[src/rtl/rr_bus_arbiter_if.sv]
// rtl/rr_bus_arbiter_if.sv - request/grant bundle between bus sources and the round-robin arbiter
interface rr_bus_arbiter_if;
   logic [3:0] req;
   logic [3:0] gnt;
   logic [1:0] gnt_sel;
   logic       gnt_valid;
   logic       revoked;

   modport master (
      input  req,
      output gnt,
      output gnt_sel,
      output gnt_valid,
      output revoked
   );

   modport slave (
      output req,
      input  gnt,
      input  gnt_sel,
      input  gnt_valid,
      input  revoked
   );
endinterface

[src/rtl/rr_bus_arbiter.sv]
// rtl/rr_bus_arbiter.sv - four-source round-robin tristate arbiter with all-off turnaround gap
// Optional hold-timeout preemption enabled by defining RR_ARB_TIMEOUT_EN.
module rr_bus_arbiter #(
   parameter int TURN_CYCLES = 1,
   parameter int MAX_HOLD    = 16
) (
   input  logic             clk,
   input  logic             rst_n,
   rr_bus_arbiter_if.master bus
);

   if (TURN_CYCLES < 1 || TURN_CYCLES > 15 || MAX_HOLD < 2 || MAX_HOLD > 255) begin : g_bad_param
      $error("rr_bus_arbiter: TURN_CYCLES or MAX_HOLD out of range");
   end

   typedef enum logic [1:0] {S_IDLE, S_GRANT, S_TURN} state_t;

   localparam logic [3:0] TURN_LOAD = 4'(TURN_CYCLES - 1);

   state_t     state_q;
   logic [1:0] last_q;
   logic [3:0] turn_cnt_q;
   logic [3:0] gnt_q;
   logic [1:0] sel_q;
   logic       valid_q;
   logic       revoked_q;

   logic [1:0] win_idx;
   logic [1:0] cand;
   logic       win_found;
   logic       preempt;
   logic       arb_now;

   // Search starts just after the last owner, so the last owner itself comes last.
   always_comb begin
      win_found = 1'b0;
      win_idx   = 2'd0;
      cand      = 2'd0;
      for (int i = 1; i <= 4; i++) begin
         cand = last_q + 2'(i);
         if (!win_found && bus.req[cand]) begin
            win_found = 1'b1;
            win_idx   = cand;
         end
      end
   end

   assign arb_now = (state_q == S_IDLE) || (state_q == S_TURN && turn_cnt_q == 4'd0);

`ifdef RR_ARB_TIMEOUT_EN
   localparam logic [7:0] HOLD_LIM = 8'(MAX_HOLD - 1);
   logic [7:0] hold_q;
   // gnt_q is the owner's one-hot during GRANT, so this masks out the owner's own request.
   assign preempt = (hold_q == HOLD_LIM) && |(bus.req & ~gnt_q);
`else
   assign preempt = 1'b0;
`endif

   always_ff @(posedge clk or negedge rst_n) begin
      if (!rst_n) begin
         state_q    <= S_IDLE;
         last_q     <= 2'd3;
         turn_cnt_q <= 4'd0;
         gnt_q      <= 4'd0;
         sel_q      <= 2'd0;
         valid_q    <= 1'b0;
         revoked_q  <= 1'b0;
`ifdef RR_ARB_TIMEOUT_EN
         hold_q     <= 8'd0;
`endif
      end else begin
         revoked_q <= 1'b0;
         case (state_q)
            S_GRANT: begin
               if (!bus.req[sel_q] || preempt) begin
                  state_q    <= S_TURN;
                  turn_cnt_q <= TURN_LOAD;
                  gnt_q      <= 4'd0;
                  sel_q      <= 2'd0;
                  valid_q    <= 1'b0;
                  revoked_q  <= bus.req[sel_q];
               end
`ifdef RR_ARB_TIMEOUT_EN
               else if (hold_q != HOLD_LIM) begin
                  hold_q <= hold_q + 8'd1;
               end
`endif
            end
            default: begin
               if (arb_now) begin
                  if (win_found) begin
                     state_q <= S_GRANT;
                     last_q  <= win_idx;
                     gnt_q   <= 4'b0001 << win_idx;
                     sel_q   <= win_idx;
                     valid_q <= 1'b1;
`ifdef RR_ARB_TIMEOUT_EN
                     hold_q  <= 8'd0;
`endif
                  end else begin
                     state_q <= S_IDLE;
                  end
               end else begin
                  turn_cnt_q <= turn_cnt_q - 4'd1;
               end
            end
         endcase
      end
   end

   assign bus.gnt       = gnt_q;
   assign bus.gnt_sel   = sel_q;
   assign bus.gnt_valid = valid_q;
   assign bus.revoked   = revoked_q;

endmodule

[src/flat_wrapper.sv]
// flat-port wrapper written by rule: the top's interface ports become plain ports
module rr_bus_arbiter_flat 
#(
   parameter int TURN_CYCLES = 1,
   parameter int MAX_HOLD    = 16
)
  (clk, rst_n, bus_req, bus_gnt, bus_gnt_sel, bus_gnt_valid, bus_revoked);
  rr_bus_arbiter_if bus_i ();
  input  logic clk;
  input  logic rst_n;
  input wire logic [$bits(bus_i.req)-1:0] bus_req;
  output wire logic [$bits(bus_i.gnt)-1:0] bus_gnt;
  output wire logic [$bits(bus_i.gnt_sel)-1:0] bus_gnt_sel;
  output wire logic [$bits(bus_i.gnt_valid)-1:0] bus_gnt_valid;
  output wire logic [$bits(bus_i.revoked)-1:0] bus_revoked;
  assign bus_i.req = bus_req;
  assign bus_gnt = bus_i.gnt;
  assign bus_gnt_sel = bus_i.gnt_sel;
  assign bus_gnt_valid = bus_i.gnt_valid;
  assign bus_revoked = bus_i.revoked;
  rr_bus_arbiter #(.TURN_CYCLES(TURN_CYCLES), .MAX_HOLD(MAX_HOLD)) u_core (.clk(clk), .rst_n(rst_n), .bus(bus_i));
endmodule
[config.mk]
export PLATFORM = sky130hd
export DESIGN_NAME = rr_bus_arbiter_flat
export DESIGN_NICKNAME = d
export VERILOG_FILES = /design/src/rtl/rr_bus_arbiter_if.sv /design/src/rtl/rr_bus_arbiter.sv /design/src/flat_wrapper.sv
export SDC_FILE = /design/constraint.sdc
export NUM_CORES = 1
export LEC_CHECK = 0
export ABC_AREA = 1
export BUFFER_PORTS_ARGS = -buffer_cell sky130_fd_sc_hd__buf_2
export CORE_MARGIN = 1
export CORE_UTILIZATION = 59
export DETAILED_ROUTE_END_ITERATION = 16
export GPL_TIMING_DRIVEN = 0
export PLACE_DENSITY = 0.82
export SLEW_MARGIN = 5
export SYNTH_ARGS = -nofsm -noshare
export SYNTH_HDL_FRONTEND = slang
export SYNTH_SLANG_ARGS = --single-unit
[constraint.sdc]
create_clock -name clk -period 4.6 [get_ports clk]
set_input_delay 0.69 -clock clk [delete_from_list [all_inputs] [get_ports clk]]
set_output_delay 0.69 -clock clk [all_outputs]
set_load 0.1 [all_outputs]
==> flow_summary_export.csv <==
group,metric,value,unit
finish,fin_nets,151,
clock_tree,clk_path_buf_depth,2,
synthesis,ys_ff_latch,15,
critical_path,worstPathRequired,4790,ps
synthesis,ys_warn_count,0,
clock_tree,cts_resized,0,
finish,n_antenna_cell,0,
run,drv_cap,0,
synthesis,synthMostInstantiatedCell,"nand2_1",
sta,setup_violations,0,
sta,finClkSkew,2.19,ps
run_status,status,"completed",
clock_tree,cts_setup_buffers,0,
grt,overflow,0,
finish,layout-drive-gt1-share,0.287,
sta,rsz0062_at_grt,"no",
synthesis,synth_area_leader_cell,"dfrtp_1",
sta,period_share,0.389,
routing,route.detailed.drc,0,
synthesis,synthSimpleGateAreaFrac,0.392,
clock_tree,cts_inserted_buffers,3,
synthesis,synthTopCellsByCount,"nand2_1 (37), nand3_1 (15), dfrtp_1 (13), inv_1 (10), nand2_2 (8)",
critical_path,crit_arrival,1980,ps
synthesis,synth_top_family_by_area,"simple AND/OR/NAND/NOR gates",
sta,slew_headroom,0.567,
routing,antenna_left,0,
synthesis,async_flop_share,1.00,
sta,min_period,1790,ps
placed_design,post-dp-hpwl,1360,um
critical_path,start_kind,"flop",
finish,stdcell_area,1060,sq um
synthesis,synthTopCellsByArea,"dfrtp_1 (34%), nand2_1 (15%), nand3_1 (7.8%), dfstp_2 (5.5%), nand2_2 (5.2%)",
synthesis,syn-cell-area,957,sq um
placed_design,place_area,1040,sq um
grt,grt_pass1_vias,836,
sta,max_freq,559,MHz
floorplanning,die_area,1790,sq um
routing,drt_iter0_drc,11,
grt,grt_max_degree,16,
critical_path,criticalPathCategory,"flop to flop",
sta,finalSetupTns,0,ps
grt,antenna_found_initial,0,
sta,hold_viol,0,
synthesis,synth_cells,127,
synthesis,synthXorXnorAreaFrac,0.0183,
placed_design,gp_congestion,0.819,
synthesis,yosysTopAreaCellShare,0.340,
finish,area_delta_synth_final,11.1,%
clock_tree,ctsHoldBuffers,0,
floorplanning,dieWidth,42.3,um
synthesis,synth.area.mux_share,0,
routing,viasPerCell,5.45,
synthesis,synth_compound_area_frac,0.0915,
grt,grtUsageTotal,0.248,
synthesis,synth_nets,134,
clock_tree,clk_transition_reported_paths,80,ps
synthesis,avgSynthCellArea,7.54,sq um
clock_tree,htree_levels,1,
worst_hold_path,hold_class,"input pin to asynchronous set/reset pin",
sta,drv_slew,0,
grt,grt_pass1_wl,3420,um
floorplanning,die_y,42.3,um
floorplanning,initial_core_util,0.635,
sta,hold_slack,301,ps
routing,routed_wl,1770,um
routing,wire_per_inst,11.1,um
clock_tree,clk_latency,270,ps
synthesis,synth.distinct_cells,26,
synthesis,synthAdderAreaFrac,0.0131,
routing,routed-via-count,866,
placed_design,port_buffers,12,
critical_path,timing.reg2reg.setup_slack,2810,ps
critical_path,crit_path_end_kind,"flop",
critical_path,crit_path_max_fanout,6,
routing,dr.pass1.iters,4,
synthesis,seq_area_frac_synth,0.395,
sta,max_slew.worst_pin.slew,643,ps
floorplanning,pin_count,14,
synthesis,synth_edf_count,0,
synthesis,synth_ff_type,"dfrtp_1",
floorplanning,rows,14,
clock_tree,root_buffer,"clkbuf_4",
clock_tree,tritoncts,"yes",
clock_tree,cts_sinks,15,
floorplanning,core_area,1510,sq um
-- flip-flops by register name (all words and copies together) (netlist names) --
| signal | cells |
|---|---|
| u_core.state_q | 2 |
| u_core.bus.gnt_valid | 1 |
| u_core.bus.gnt_sel | 2 |
| u_core.bus.gnt | 4 |
| u_core.turn_cnt_q | 4 |
| u_core.last_q | 2 |
-- path summary, 6_finish.rpt --
path                                         to  cells past startpoint                 start
setup / recovery           u_core.turn_cnt_q[2]                      6  u_core.turn_cnt_q[0]
hold / removal                u_core.bus.gnt[1]                      1                 rst_n
setup reg to reg           u_core.turn_cnt_q[2]                      6  u_core.turn_cnt_q[0]
hold reg to reg            u_core.bus.gnt_valid                      2  u_core.bus.gnt_valid
max in group asynchronous      u_core.last_q[0]                      1                 rst_n
min in group clk           u_core.bus.gnt_valid                      2  u_core.bus.gnt_valid
-- through the flow --
stage,utilization,setup slack (ps),std cells
2_1_floorplan,-,2690,127
3_3_place_gp,0.689,2770,155
3_5_place_dp,0.689,2750,155
4_1_cts,0.706,2810,159
5_1_grt,0.706,2580,159
6_report,0.706,2810,159
-- cells in the final DEF (no fill, tap or decap), drive strengths merged --
cell type,instances
conb,1
buf,14
nor2,9
ha,1
dfstp,2
nand4,1
a21oi,2
o21ai,9
nand3,15
inv,15
a21boi,1
xnor2,1
o22ai,4
nand2,49
clkbuf,4
dfrtp,13
nand3b,1
xor2,1
-- cell type report --
type	instances	area, sq um
plain buffers	2	18.8
clock buffers	4	26.3
fillers	120	443
inverters	15	63.8
multi-input cells	95	497
flip-flops and latches	15	378
well taps	16	20.0
repair buffers	12	60.1
-- worst max-delay path, stage by stage, from the launching register on --
cell and delay (ps):
dfrtp_1 400, inv_1 80, ha_1 190, nand3_1 110, o21ai_0 530, nand2_1 220
o22ai_1 180
-- layer usage --
layer | wire length, um | part of all wire | global-route usage | vias up
li1 | - | - | - | 442
met1 | 739 | 0.42 | 0.342 | 406
met2 | 967 | 0.55 | 0.415 | 14
met3 | 40 | 0.023 | 0.0129 | 4
met4 | 23 | 0.013 | 0.0938 | 0
met5 | 0 | 0 | 0 | -
-- logic make-up (layout without fill, tap and decap cells) --
logic type                 count (synthesis)  in the layout
AOI/OAI and AO/OA                         16             16
xor gates and xnor gates                   2              2
adders and majority gates                  1              1
buffers and inverters                     17             33
other                                      1              1
and+or+nand+nor                           75             75
DFF                                       15             15
Power is left out: the tool's default activity adds up to more than one toggle a clock period on the data nets, which glitch-free logic cannot reach.
